**config.mk**
```make
export PLATFORM = sky130hd
export DESIGN_NAME = alu_cmd_sequencer
export DESIGN_NICKNAME = d
export VERILOG_FILES = /design/src/rtl/alu_seq_pkg.sv /design/src/rtl/alu_seq_mul.sv /design/src/rtl/alu_cmd_sequencer.sv
export SDC_FILE = /design/constraint.sdc
export NUM_CORES = 1
export LEC_CHECK = 0
export CORE_UTILIZATION = 24
export DETAILED_ROUTE_END_ITERATION = 12
export MAX_ROUTING_LAYER = met4
export PLACE_DENSITY = 0.5
export SETUP_SLACK_MARGIN = 0.3
export SYNTH_ARGS = -nofsm -noshare
export SYNTH_HDL_FRONTEND = slang
export SYNTH_HIERARCHICAL = 1
export SYNTH_SLANG_ARGS = --single-unit
export TNS_END_PERCENT = 100
```
**constraint.sdc**
```tcl
create_clock -name clk -period 3.9 [get_ports clk]
set_input_delay 1.17 -clock clk [delete_from_list [all_inputs] [get_ports clk]]
set_output_delay 1.17 -clock clk [all_outputs]
set_load 0.02 [all_outputs]
```
**src/rtl/alu_seq_pkg.sv**
```systemverilog
// Shared opcodes, FSM states and flag indices
// for the ALU command sequencer.
package alu_seq_pkg;

  localparam logic [3:0] OP_ADD = 4'h0;
  localparam logic [3:0] OP_SUB = 4'h1;
  localparam logic [3:0] OP_MUL = 4'h2;
  localparam logic [3:0] OP_DIV = 4'h3;
  localparam logic [3:0] OP_AND = 4'h4;
  localparam logic [3:0] OP_OR  = 4'h5;
  localparam logic [3:0] OP_XOR = 4'h6;
  localparam logic [3:0] OP_NOT = 4'h7;
  localparam logic [3:0] OP_SHL = 4'h8;
  localparam logic [3:0] OP_SHR = 4'h9;
  localparam logic [3:0] OP_ROL = 4'hA;
  localparam logic [3:0] OP_ROR = 4'hB;
  localparam logic [3:0] OP_INC = 4'hC;
  localparam logic [3:0] OP_DEC = 4'hD;
  localparam logic [3:0] OP_LT  = 4'hE;
  localparam logic [3:0] OP_EQ  = 4'hF;

  typedef enum logic [1:0] {
    IDLE,
    ISSUE,
    MUL,
    RESP
  } state_t;

  // rsp_flags = {zero, carry, overflow}
  localparam int FLAG_W = 3;
  localparam int FLAG_Z = 2;
  localparam int FLAG_C = 1;
  localparam int FLAG_V = 0;

endpackage

```
**src/rtl/alu_seq_mul.sv**
```systemverilog
// Iterative unsigned shift-add multiplier, one
// partial product per cycle over WIDTH cycles.
// Ports: clk, rst (async high), i_start loads
// i_a/i_b; o_busy while iterating; o_done is high
// in the last cycle with o_product valid.
module alu_seq_mul #(
  parameter int WIDTH = 8
) (
  input  logic               clk,
  input  logic               rst,
  input  logic               i_start,
  input  logic [WIDTH-1:0]   i_a,
  input  logic [WIDTH-1:0]   i_b,
  output logic               o_busy,
  output logic               o_done,
  output logic [2*WIDTH-1:0] o_product
);

  localparam int CW = (WIDTH > 1) ? $clog2(WIDTH) : 1;

  logic [2*WIDTH-1:0] r_acc;
  logic [2*WIDTH-1:0] r_mcand;
  logic [WIDTH-1:0]   r_mplier;
  logic [CW-1:0]      r_cnt;
  logic               r_busy;

  logic [2*WIDTH-1:0] w_sum;
  logic               w_last;

  assign w_sum  = r_acc + (r_mplier[0] ? r_mcand : '0);
  assign w_last = (r_cnt == CW'(WIDTH-1));

  always_ff @(posedge clk or posedge rst) begin
    if (rst) begin
      r_acc    <= '0;
      r_mcand  <= '0;
      r_mplier <= '0;
      r_cnt    <= '0;
      r_busy   <= 1'b0;
    end else if (i_start) begin
      r_acc    <= '0;
      r_mcand  <= {{WIDTH{1'b0}}, i_a};
      r_mplier <= i_b;
      r_cnt    <= '0;
      r_busy   <= 1'b1;
    end else if (r_busy) begin
      r_acc    <= w_sum;
      r_mcand  <= r_mcand << 1;
      r_mplier <= r_mplier >> 1;
      if (w_last) begin
        r_cnt  <= '0;
        r_busy <= 1'b0;
      end else begin
        r_cnt  <= r_cnt + CW'(1);
      end
    end
  end

  assign o_busy    = r_busy;
  assign o_done    = r_busy & w_last;
  // Final partial sum is forwarded so the product
  // is ready in the last iteration cycle.
  assign o_product = w_sum;

endmodule

```
**src/rtl/alu_cmd_sequencer.sv**
```systemverilog
// Initiator for an 8-bit combinational ALU: command in,
// registered ALU drive, captured result out. Multiply is
// done locally; divide-by-zero is trapped before issue.
// Ports: clk, rst (async high); cmd_valid/ready/op/a/b;
// alu_a/b/sel out, alu_out in; rsp_valid/ready/data/err.
// Optional: ALU_SEQ_FLAGS_EN adds rsp_flags {Z,C,V}.
module alu_cmd_sequencer
  import alu_seq_pkg::*;
#(
  parameter int WIDTH = 8
) (
  input  logic               clk,
  input  logic               rst,
  input  logic               cmd_valid,
  output logic               cmd_ready,
  input  logic [3:0]         cmd_op,
  input  logic [WIDTH-1:0]   cmd_a,
  input  logic [WIDTH-1:0]   cmd_b,
  output logic [WIDTH-1:0]   alu_a,
  output logic [WIDTH-1:0]   alu_b,
  output logic [3:0]         alu_sel,
  input  logic [WIDTH-1:0]   alu_out,
  output logic               rsp_valid,
  input  logic               rsp_ready,
  output logic [2*WIDTH-1:0] rsp_data,
  output logic               rsp_err
`ifdef ALU_SEQ_FLAGS_EN
  ,
  output logic [FLAG_W-1:0]  rsp_flags
`endif
);

  state_t             r_state;
  logic               r_cmd_ready;
  logic               r_rsp_valid;
  logic [2*WIDTH-1:0] r_rsp_data;
  logic               r_rsp_err;
  logic [WIDTH-1:0]   r_alu_a;
  logic [WIDTH-1:0]   r_alu_b;
  logic [3:0]         r_alu_sel;

  logic               w_accept;
  logic               w_div0;
  logic               w_is_mul;
  logic               w_mul_busy;
  logic               w_mul_done;
  logic [2*WIDTH-1:0] w_mul_prod;

  assign w_accept = (r_state == IDLE) & cmd_valid
                  & r_cmd_ready;
  assign w_div0   = (cmd_op == OP_DIV)
                  & (cmd_b == '0);
  assign w_is_mul = (cmd_op == OP_MUL);

  alu_seq_mul #(.WIDTH(WIDTH)) u_mul (
    .clk       (clk),
    .rst       (rst),
    .i_start   (w_accept & w_is_mul),
    .i_a       (cmd_a),
    .i_b       (cmd_b),
    .o_busy    (w_mul_busy),
    .o_done    (w_mul_done),
    .o_product (w_mul_prod)
  );

`ifdef ALU_SEQ_FLAGS_EN
  logic [3:0]        r_op;
  logic [WIDTH-1:0]  r_a;
  logic [WIDTH-1:0]  r_b;
  logic [FLAG_W-1:0] r_flags;
  logic [WIDTH:0]    w_add;
  logic [WIDTH:0]    w_sub;
  logic [FLAG_W-1:0] w_iss_flags;
  logic [FLAG_W-1:0] w_mul_flags;

  assign w_add = {1'b0, r_a} + {1'b0, r_b};
  // Top bit of the extended difference is the borrow.
  assign w_sub = {1'b0, r_a} - {1'b0, r_b};

  always_comb begin
    w_iss_flags = '0;
    if (r_op == OP_ADD) begin
      w_iss_flags[FLAG_Z] = (alu_out == '0);
      w_iss_flags[FLAG_C] = w_add[WIDTH];
      w_iss_flags[FLAG_V] =
        (r_a[WIDTH-1] == r_b[WIDTH-1]) &
        (w_add[WIDTH-1] != r_a[WIDTH-1]);
    end else if (r_op == OP_SUB) begin
      w_iss_flags[FLAG_Z] = (alu_out == '0);
      w_iss_flags[FLAG_C] = w_sub[WIDTH];
      w_iss_flags[FLAG_V] =
        (r_a[WIDTH-1] != r_b[WIDTH-1]) &
        (w_sub[WIDTH-1] != r_a[WIDTH-1]);
    end
  end

  always_comb begin
    w_mul_flags         = '0;
    w_mul_flags[FLAG_Z] = (w_mul_prod == '0);
    w_mul_flags[FLAG_V] =
      (w_mul_prod[2*WIDTH-1:WIDTH] != '0);
  end

  always_ff @(posedge clk or posedge rst) begin
    if (rst) begin
      r_op    <= '0;
      r_a     <= '0;
      r_b     <= '0;
      r_flags <= '0;
    end else begin
      if (w_accept) begin
        r_op    <= cmd_op;
        r_a     <= cmd_a;
        r_b     <= cmd_b;
        r_flags <= '0;
      end else if (r_state == ISSUE) begin
        r_flags <= w_iss_flags;
      end else if (r_state == MUL && w_mul_done) begin
        r_flags <= w_mul_flags;
      end
    end
  end

  assign rsp_flags = r_flags;
`endif

  always_ff @(posedge clk or posedge rst) begin
    if (rst) begin
      r_state     <= IDLE;
      r_cmd_ready <= 1'b1;
      r_rsp_valid <= 1'b0;
      r_rsp_data  <= '0;
      r_rsp_err   <= 1'b0;
      r_alu_a     <= '0;
      r_alu_b     <= '0;
      r_alu_sel   <= '0;
    end else begin
      unique case (r_state)
        IDLE: begin
          if (w_accept) begin
            r_cmd_ready <= 1'b0;
            unique case (1'b1)
              w_div0: begin
                r_state     <= RESP;
                r_rsp_valid <= 1'b1;
                r_rsp_data  <= '0;
                r_rsp_err   <= 1'b1;
              end
              w_is_mul: begin
                r_state <= MUL;
              end
              default: begin
                r_state   <= ISSUE;
                r_alu_a   <= cmd_a;
                r_alu_b   <= cmd_b;
                r_alu_sel <= cmd_op;
              end
            endcase
          end
        end
        ISSUE: begin
          r_state     <= RESP;
          r_rsp_valid <= 1'b1;
          r_rsp_data  <= {{WIDTH{1'b0}}, alu_out};
          r_rsp_err   <= 1'b0;
        end
        MUL: begin
          if (w_mul_busy && w_mul_done) begin
            r_state     <= RESP;
            r_rsp_valid <= 1'b1;
            r_rsp_data  <= w_mul_prod;
            r_rsp_err   <= 1'b0;
          end
        end
        RESP: begin
          if (rsp_ready) begin
            r_state     <= IDLE;
            r_rsp_valid <= 1'b0;
            r_cmd_ready <= 1'b1;
          end
        end
        default: r_state <= IDLE;
      endcase
    end
  end

  assign cmd_ready = r_cmd_ready;
  assign rsp_valid = r_rsp_valid;
  assign rsp_data  = r_rsp_data;
  assign rsp_err   = r_rsp_err;
  assign alu_a     = r_alu_a;
  assign alu_b     = r_alu_b;
  assign alu_sel   = r_alu_sel;

endmodule

```
==> flow_metrics.env, run 1 <==
export IMPL_regArea_sq_um=2130
export IMPL_finalHoldViolations=0
export IMPL_met1_length_um=5855
export IMPL_most_used_standard_cell_by_instance_count_after_synthesis="sky130_fd_sc_hd__dfrtp_1"
export IMPL_worst_slew_pin_transition_ns=0.8435
export IMPL_clock_tree_buffer_depth=2
export IMPL_grt_pass1_vias=3544
export IMPL_critPathLaunchType="flop"
export IMPL_wl_met3_um=457
export IMPL_clock_network_latency_to_the_later_pin_of_the_worst_skew_pair_ns=0.35
export IMPL_antenna_violations_before_repair=0
export IMPL_num_antenna_cells=0
export IMPL_synth_distinct_cells=56
export IMPL_fp_dieW_um=142.9
export IMPL_final_period_utilization_pct=79.54
export IMPL_synth_seq_area_share_pct=44.66
export IMPL_ir_worst_vdd_uv=339.3
export IMPL_floorplan_die_height_um=142.9
export IMPL_wire_length_of_the_first_global_routing_pass_um=18210
export IMPL_timing_clock_skew_ns=0.01090
export IMPL_report_final_setup_viol=0
export IMPL_drc=0
export IMPL_critPathArrivalTime_ns=3.32
export IMPL_tns_ns=0
export IMPL_outcome="finished, final reports clean"
export IMPL_power_leakage_nw=2.500
export IMPL_htree_num_levels=3
export IMPL_clockRootBuffer="sky130_fd_sc_hd__clkbuf_16"
export IMPL_routed_via_count=3528
export IMPL_clock_buffer_count_from_cts=9
export IMPL_dp_final_hpwl_um=8416
export IMPL_total_power_mw=5.479
export IMPL_detailedRoute_firstIterationViolations=287
export IMPL_timing_final_ws_setup_ns=0.7978
export IMPL_route_detailed_wl_per_inst_um=13.78
export IMPL_timing_setup_critical_path_class="reg2reg"
export IMPL_cts_hold_repair_buffers=0
export IMPL_drt_vias_per_instance=4.455
export IMPL_ys_flop_type="sky130_fd_sc_hd__dfrtp_1"
export IMPL_max_clock_freq_mhz=322.4
export IMPL_synth_enable_flop_cells=0
export IMPL_synth_top_cells_by_area="sky130_fd_sc_hd__dfrtp_1, sky130_fd_sc_hd__mux2i_1, sky130_fd_sc_hd__ha_1, sky130_fd_sc_hd__mux2_2, sky130_fd_sc_hd__o21ai_0"
export IMPL_post_dp_cell_area_sq_um=5709
export IMPL_postLayoutCoreUtil_pct=30.93
export IMPL_multiInputGateArea_sq_um=2426
export IMPL_worst_setup_hold_path_clk_slew_ns=0.06
export IMPL_timing_final_crit_period_ns=3.102
export IMPL_max_slew_margin_rel_pct=43.71
export IMPL_synth_ff_latch_count=85
export IMPL_critical_path_cell_chain="and2_1 > ha_1 > fa_1 > a21o_2 > a2111oi_4 > nor2_2 > a221oi_4 > nor4b_1 > or3_1"
export IMPL_detail_route_antenna_nets=0
export IMPL_cts_resized_gates=0
export IMPL_gp_congestion=0.7709
export IMPL_crit_fanout=17
export IMPL_post_synth_inst_count=459
export IMPL_critical_path_rt_ns=4.12
export IMPL_fin_area_sq_um=6020
export IMPL_post_synth_top_area_cell="sky130_fd_sc_hd__dfrtp_1"
export IMPL_netlist_area_sq_um=4766
export IMPL_synth_async_reset_ratio_pct=100.0
export IMPL_hold_slack_final_ns=0.5025
export IMPL_ioPinCount=71
export IMPL_setup_worst_path_end_class="flop"
export IMPL_core_region_area_sq_um=19460
export IMPL_placedCellCount=776
export IMPL_tritoncts_sink_count=85
export IMPL_highest_layer="met4"
export IMPL_cts_setup_buffers=0
export IMPL_drv_max_cap_violation_count=0
export IMPL_library_cell_contributing_the_largest_single_delay_on_the_critical_path="sky130_fd_sc_hd__dfrtp_1"
export IMPL_synthesis_nets=514
export IMPL_tritoncts="built"
export IMPL_layoutNonFillerInstCount=792
export IMPL_report_final_slew_viol_count=0
export IMPL_synth_warnings=6
export IMPL_placement_io_buffers=70
export IMPL_hold_path_class="reg2reg"
export IMPL_groute_usage_overall_pct=11.79
export IMPL_cp_slowest_stage_delay_ns=0.53
export IMPL_synth_common_cells="sky130_fd_sc_hd__dfrtp_1, sky130_fd_sc_hd__o21ai_0, sky130_fd_sc_hd__nand2_1"
export IMPL_yosys_area_top_type_share_pct=44.11
export IMPL_initial_utilization_pct=24.49
export IMPL_syn_area_per_cell_sq_um=10.38
export IMPL_fillerInstances=2009
export IMPL_number_of_standard_cell_rows_in_the_floorplan=51
export IMPL_detailedRoute_firstPassIterationCount=4
export IMPL_final_layout_size_suffix_gt1_share_pct=10.25
export IMPL_grt_overflow_total=0
export IMPL_place_worst_setup_slack_ns=0.5843
export IMPL_nets=577
export IMPL_met2WireLength_um=4487
export IMPL_area_added_between_synthesis_and_finish_pct=26.31
export IMPL_unrepaired_setup_endpoints_after_global_routing="false"
export IMPL_totalWireLength_um=10910
export IMPL_grt_max_degree=58
export IMPL_die_area_sq_um=20420
export IMPL_power_per_cell_area_nw_per_um2=910.2
power by group:
group / total (mW) / switching (mW) / internal (mW)
sequential: 1.55 / 0.273 / 1.28
clock: 0.903 / 0.341 / 0.562
combinational: 3.03 / 1.65 / 1.37
total: 5.48 / 2.27 / 3.21
flip-flops by register name, indices dropped and copies added (netlist names):
register / flops
rsp_err: 1
cmd_ready: 1
alu_sel: 4
alu_a: 8
rsp_data: 16
rsp_valid: 1
u_mul/r_acc: 16
alu_b: 8
r_state: 2
u_mul/r_cnt: 3
u_mul/r_mplier: 8
u_mul/o_busy: 1
u_mul/r_mcand: 16
critical path, delay by kind of cell, from the launching register on:
| kind | cells | cell delay (ns) |
|---|---|---|
| simple gates | 4 | 0.78 |
| flops | 1 | 0.53 |
| compound gates | 3 | 1.02 |
| fa+ha+maj | 2 | 0.64 |
kinds of logic (layout without fill, tap and decap cells):
family	after synthesis	after routing	synth area share (%)
mux	60	60	13.21
fa+ha+maj	23	23	6.196
xor+xnor	15	15	2.757
flops	85	85	44.66
buf+inv	39	107	4.542
simple gates	126	126	13.42
compound gates	111	111	15.23
routing by layer:
metal,up-vias,track usage [%]
li1,1749,-
met1,1692,16.47
met2,76,16.41
met3,11,3.152
met4,0,3.509
met5,-,-
layout by cell type, fill, tap and decap left out, drive strengths merged, types with 3 or more instances in the layout:
master	instances
dfrtp	84
clkdlybuf4s50	70
o21ai	57
nand2	41
mux2i	37
nor2	33
mux2	23
ha	22
and2	17
inv	13
a21oi	13
clkbuf	12
xnor2	10
a22o	9
a21o	9
buf	8
nand2b	6
nor3b	5
xor2	5
nand3	4
o21bai	4
a211oi	3
nor4b	3
final cells by class:
cell class / instances / share of cell area, %
multi-input cells: 335 / 40.30
repair buffers: 78 / 12.85
inverters: 13 / 0.8106
flip-flops and latches: 85 / 35.38
clock buffers: 12 / 3.929
clock inverters: 4 / 1.226
well taps: 265 / 5.508
final timing paths:
kind | from | to | slack [ns] | depth (start not counted)
max | u_mul/r_mplier[0] | u_mul/r_acc[12] | 0.80 | 9
min | alu_b[7] | alu_b[7] | 0.50 | 1
max reg2reg | u_mul/r_mplier[0] | u_mul/r_acc[12] | 0.80 | 9
min reg2reg | alu_b[7] | alu_b[7] | 0.50 | 1
max in group asynchronous | rst | cmd_ready | 1.72 | 3
min in group asynchronous | rst | u_mul/r_mplier[0] | 1.17 | 2
No activity file was read; power rests on OpenSTA's default activity.
==> run 2, diff against run 1 <==
Clock period 3.9 ns to 3 ns, I/O delays scaled along.
==> flow_metrics.env, run 2 (synthesized netlist as in run 1, its figures left out) <==
export IMPL_outcome="finished, final reports clean"
export IMPL_setup_worst_path_end_class="flop"
export IMPL_worst_hold_path_endpoint="alu_b[6]"
export IMPL_dp_final_hpwl_um=8460
export IMPL_clock_buffer_count_from_cts=9
export IMPL_cp_slowest_stage_delay_ns=0.41
export IMPL_critical_path_cell_chain="and2_4 > ha_4 > fa_2 > a21o_4 > a2111oi_4 > nor2_2 > a221oi_4 > nor4b_2 > or3_1"
export IMPL_unrepaired_setup_endpoints_after_global_routing="true"
export IMPL_critPathArrivalTime_ns=2.93
export IMPL_timing_final_crit_period_ns=2.713
export IMPL_grt_max_degree=36
export IMPL_r2r_cells=9
export IMPL_num_antenna_cells=0
export IMPL_routed_via_count=3611
export IMPL_reg2reg_setup_slack_ns=0.29
export IMPL_timing_setup_critical_path_class="reg2reg"
export IMPL_critPathLaunchType="flop"
export IMPL_placement_io_buffers=70
export IMPL_critical_path_rt_ns=3.22
export IMPL_initial_utilization_pct=24.49
export IMPL_tns_ns=0
export IMPL_r2r_start="u_mul/r_mplier[0]"
export IMPL_clock_network_latency_to_the_later_pin_of_the_worst_skew_pair_ns=0.35
export IMPL_grt_overflow_total=0
export IMPL_detail_route_antenna_nets=0
export IMPL_worst_setup_hold_path_clk_slew_ns=0.06
export IMPL_crit_fanout=3
export IMPL_layout_commonest_cell="sky130_fd_sc_hd__dfrtp_1"
export IMPL_number_of_standard_cell_rows_in_the_floorplan=51
export IMPL_tritoncts="built"
export IMPL_timing_hold_worst_path_depth=1
export IMPL_final_period_utilization_pct=90.44
export IMPL_hold_path_startpoint="alu_b[6]"
export IMPL_core_region_area_sq_um=19460
export IMPL_floorplan_die_height_um=142.9
export IMPL_worstReg2RegEnd="u_mul/r_acc[12]"
export IMPL_gp_congestion=0.8399
export IMPL_library_cell_contributing_the_largest_single_delay_on_the_critical_path="sky130_fd_sc_hd__dfrtp_1"
export IMPL_worst_slew_pin_transition_ns=0.6688
export IMPL_final_layout_size_suffix_gt1_share_pct=15.54
export IMPL_ir_worst_vdd_uv=419.9
export IMPL_area_added_between_synthesis_and_finish_pct=29.90
export IMPL_max_clock_freq_mhz=368.6
export IMPL_drc=0
export IMPL_wire_length_of_the_first_global_routing_pass_um=18040
export IMPL_timing_clock_skew_ns=0.009695
export IMPL_detailedRoute_firstPassIterationCount=4
export IMPL_route_detailed_wl_per_inst_um=13.79
export IMPL_die_area_sq_um=20420
export IMPL_htree_num_levels=3
export IMPL_detailedRoute_firstIterationViolations=164
export IMPL_max_slew_margin_rel_pct=55.36
export IMPL_groute_usage_overall_pct=11.77
export IMPL_finalHoldViolations=0
export IMPL_fillerInstances=2009
export IMPL_power_leakage_nw=2.586
export IMPL_mostFrequentLayoutCells="sky130_fd_sc_hd__dfrtp_1, sky130_fd_sc_hd__clkdlybuf4s50_1, sky130_fd_sc_hd__o21ai_0"
export IMPL_hold_path_class="reg2reg"
export IMPL_totalWireLength_um=11200
export IMPL_drv_max_cap_violation_count=0
export IMPL_timing_final_ws_setup_ns=0.2867
export IMPL_clockRootBuffer="sky130_fd_sc_hd__clkbuf_16"
export IMPL_antenna_violations_before_repair=0
export IMPL_ioPinCount=71
export IMPL_power_per_cell_area_nw_per_um2=1167
export IMPL_grt_pass1_vias=3485
export IMPL_cts_hold_repair_buffers=0
export IMPL_report_final_setup_viol=0
export IMPL_fp_dieW_um=142.9
export IMPL_nets=598
export IMPL_report_final_slew_viol_count=0
export IMPL_tritoncts_sink_count=85
export IMPL_clock_tree_buffer_depth=2
export IMPL_place_worst_setup_slack_ns=-0.02194
export IMPL_drt_vias_per_instance=4.447
-- run 2: worst max-delay path, delay by kind of cell, from the launching register on --
family | cells | cell delay [ns]
compound gates | 3 | 0.95
fa+ha+maj | 2 | 0.52
flops | 1 | 0.41
simple gates | 4 | 0.71
-- run 2: worst max-delay path by stage --
stage / from / endpoint / slack [ns]
2_1_floorplan: u_mul/r_mplier[0] / u_mul/r_acc[12] / 0.30
4_1_cts: u_mul/r_mplier[0] / u_mul/r_acc[12] / 0.23
3_3_place_gp: cmd_op[3] / u_mul/r_acc[15] / 0.02
3_5_place_dp: cmd_op[3] / u_mul/r_acc[12] / -0.02
6_report: u_mul/r_mplier[0] / u_mul/r_acc[12] / 0.29
5_1_grt: u_mul/r_mplier[0] / u_mul/r_acc[12] / 0.18
-- run 2: layout make-up --
class | instances | area, sq um | area share, %
Timing Repair Buffer | 99 | 934.6 | 15.10
Clock inverter | 3 | 23.77 | 0.3840
Multi-Input combinational cell | 335 | 2476 | 40.00
Tap cell | 265 | 331.6 | 5.356
Inverter | 13 | 48.80 | 0.7882
Clock buffer | 12 | 246.5 | 3.981
Sequential cell | 85 | 2130 | 34.40
-- run 2: per-stage QoR --
step / cells / area, sq um / power (mW) / hold slack, ns / utilization (%)
6_report: 812 / 6191 / 7.226 / 0.5022 / 31.81
2_1_floorplan: 459 / 4766 / 4.921 / 0.4723 / -
5_1_grt: 812 / 6191 / 7.824 / 0.5275 / 31.81
4_1_cts: 807 / 6140 / 7.205 / 0.5099 / 31.55
3_3_place_gp: 789 / 5807 / 5.999 / 0.4891 / 29.84
3_5_place_dp: 789 / 5807 / 6.076 / 0.4932 / 29.84
-- run 2: what timing repair did --
item	CTS	global route
setup buffers	3	5
endpoints found under the setup margin	4	7
pin swaps	8	9
resized for setup	9	4
-- run 2: report_power, final --
part / total (mW) / internal [mW] / leakage (nW) / switching (mW)
clock: 1.02 / 0.581 / 0.125 / 0.443
combinational: 4.19 / 1.95 / 1.42 / 2.24
sequential: 2.01 / 1.66 / 1.04 / 0.352
total: 7.23 / 4.19 / 2.59 / 3.04
-- run 2: metal layers --
layer	share of wire (%)	up-vias	track usage [%]
met2	42	63	16.17
met4	0.79	0	2.377
met3	3.8	6	3.722
met1	53	1746	16.66
met5	0	-	-
li1	-	1796	-
==> run 3, diff against run 2 <==
Settings changed: CORE_UTILIZATION 24 to 55, PLACE_DENSITY 0.5 to 0.89.
==> flow_metrics.env, run 3 (synthesized netlist as in run 1, its figures left out) <==
export IMPL_worst_setup_hold_path_clk_slew_ns=0.09
export IMPL_timing_final_crit_period_ns=2.765
export IMPL_routed_via_count=3826
export IMPL_groute_usage_overall_pct=25.48
export IMPL_finalHoldViolations=0
export IMPL_detail_route_antenna_nets=0
export IMPL_fp_dieW_um=95.09
export IMPL_critPathLaunchType="flop"
export IMPL_clockRootBuffer="sky130_fd_sc_hd__clkbuf_8"
export IMPL_crit_fanout=3
export IMPL_max_clock_freq_mhz=361.6
export IMPL_critical_path_buf_inv_count=1
export IMPL_clock_buffer_count_from_cts=9
export IMPL_power_leakage_nw=2.555
export IMPL_htree_num_levels=3
export IMPL_report_final_slew_viol_count=0
export IMPL_cp_slowest_stage_delay_ns=0.43
export IMPL_grt_max_degree=45
export IMPL_dp_final_hpwl_um=7266
export IMPL_ioPinCount=71
export IMPL_hold_path_startpoint="rsp_data[4]"
export IMPL_totalWireLength_um=11140
export IMPL_grt_overflow_total=0
export IMPL_max_slew_margin_rel_pct=54.19
export IMPL_worst_path_dominant_cell_family="compound AO/OA/AOI/OAI gates"
export IMPL_fillerInstances=555
export IMPL_critical_path_cell_chain="and2_4 > ha_4 > fa_2 > a21o_4 > a2111oi_4 > nor2_2 > a221oi_4 > buf_4 > xnor2_2 > nand2_1 > o21ai_2"
export IMPL_route_detailed_wl_per_inst_um=17.14
export IMPL_wire_length_of_the_first_global_routing_pass_um=17290
export IMPL_drv_max_cap_violation_count=0
export IMPL_tritoncts="built"
export IMPL_timing_clock_skew_ns=0.01159
export IMPL_hold_path_class="reg2reg"
export IMPL_clock_tree_buffer_depth=2
export IMPL_critPathArrivalTime_ns=3.06
export IMPL_ir_worst_vdd_uv=591.2
export IMPL_r2r_cells=11
export IMPL_num_antenna_cells=0
export IMPL_library_cell_contributing_the_largest_single_delay_on_the_critical_path="sky130_fd_sc_hd__dfrtp_1"
export IMPL_power_per_cell_area_nw_per_um2=1235
export IMPL_mostFrequentLayoutCells="sky130_fd_sc_hd__dfrtp_1, sky130_fd_sc_hd__clkdlybuf4s50_1, sky130_fd_sc_hd__o21ai_0"
export IMPL_drc=0
export IMPL_setup_worst_path_end_class="flop"
export IMPL_core_region_area_sq_um=8299
export IMPL_layout_commonest_cell="sky130_fd_sc_hd__dfrtp_1"
export IMPL_floorplan_die_height_um=95.09
export IMPL_detailedRoute_firstIterationViolations=223
export IMPL_placement_io_buffers=70
export IMPL_outcome="finished, final reports clean"
export IMPL_reg2reg_setup_slack_ns=0.23
export IMPL_cts_hold_repair_buffers=0
export IMPL_tritoncts_sink_count=85
export IMPL_timing_setup_critical_path_class="reg2reg"
export IMPL_hold_slack_final_ns=0.5117
export IMPL_die_area_sq_um=9041
export IMPL_final_period_utilization_pct=92.18
export IMPL_drt_vias_per_instance=5.886
export IMPL_clock_network_latency_to_the_later_pin_of_the_worst_skew_pair_ns=0.37
export IMPL_detailedRoute_firstPassIterationCount=4
export IMPL_critical_path_rt_ns=3.30
export IMPL_worst_slew_pin_transition_ns=0.6872
export IMPL_number_of_standard_cell_rows_in_the_floorplan=33
export IMPL_grt_pass1_vias=3617
export IMPL_worstReg2RegEnd="rsp_data[12]"
export IMPL_final_layout_size_suffix_gt1_share_pct=16.70
export IMPL_tns_ns=0
export IMPL_antenna_violations_before_repair=0
export IMPL_unrepaired_setup_endpoints_after_global_routing="true"
export IMPL_nets=595
export IMPL_gp_congestion=0.9117
export IMPL_r2r_start="u_mul/r_mplier[0]"
export IMPL_initial_utilization_pct=57.42
export IMPL_area_added_between_synthesis_and_finish_pct=25.20
export IMPL_timing_hold_worst_path_depth=2
export IMPL_report_final_setup_viol=0
export IMPL_worst_hold_path_endpoint="rsp_data[4]"
[run 3: changes by cell type in the layout (fill, tap and decap cells not counted), sizes merged]
| cell | before | now |
|---|---|---|
| buf | 29 | 26 |
| bufinv | 0 | 1 |
| clkbuf | 12 | 9 |
| clkinvlp | 2 | 1 |
| inv | 13 | 17 |
[run 3: where the power goes]
group          total (mW)  internal [mW]  switching (mW)
logic                4.45           2.08            2.38
clock network       0.868          0.406           0.462
registers            2.05           1.65           0.392
[run 3: timing repair]
action,4_1_cts,5_1_grt
resized for setup,9,12
setup buffers,7,3
pin swaps,6,9
hold endpoints to repair,0,0
setup endpoints to repair,7,9
[run 3: metal layers]
metal	global-route usage, %	vias to the layer above	part of all wire [%]
met5	-	-	0
met4	9.217	0	2.6
met3	3.907	30	5.4
met2	40.06	142	48
met1	33.49	1870	44
li1	-	1784	-
[run 3: worst max-delay path by stage]
stage | slack [ns] | depth (start not counted) | start | to
floorplan | 0.30 | 9 | u_mul/r_mplier[0] | u_mul/r_acc[12]
global route | 0.14 | 11 | u_mul/r_mplier[0] | rsp_data[12]
finish | 0.23 | 11 | u_mul/r_mplier[0] | rsp_data[12]
CTS | 0.30 | 9 | u_mul/r_mplier[0] | u_mul/r_acc[12]
detailed placement | 0.03 | 7 | cmd_op[3] | u_mul/r_mcand[0]
global placement | 0.11 | 7 | cmd_op[3] | u_mul/r_mplier[7]
[run 3: layout make-up]
| class | count | area (sq um) | area share [%] |
|---|---|---|---|
| Tap cell | 105 | 131.4 | 2.202 |
| Timing Repair Buffer | 96 | 912.1 | 15.29 |
| Sequential cell | 85 | 2130 | 35.69 |
| Clock buffer | 9 | 123.9 | 2.076 |
| Inverter | 13 | 48.80 | 0.8178 |
| Clock inverter | 7 | 88.84 | 1.489 |
| Multi-Input combinational cell | 335 | 2532 | 42.44 |
[run 3: tightest hold or removal path, stage by stage (launching register included)]
cell	delay, ns
sky130_fd_sc_hd__dfrtp_1	0.34
sky130_fd_sc_hd__o21ai_0	0.07
sky130_fd_sc_hd__o21ai_0	0.07
[run 3: stage by stage]
| stage | cell area, sq um | power, mW | instances | utilization [%] | setup slack, ns |
|---|---|---|---|---|---|
| after detailed placement | 5569 | 5.993 | 624 | 67.10 | 0.03004 |
| final | 5967 | 7.369 | 650 | 71.90 | 0.2346 |
| after CTS | 5883 | 7.031 | 647 | 70.89 | 0.3018 |
| after global routing | 5967 | 7.831 | 650 | 71.90 | 0.1410 |
| after floorplan | 4766 | 4.921 | 459 | - | 0.3024 |
| after global placement | 5569 | 5.804 | 624 | 67.10 | 0.1059 |
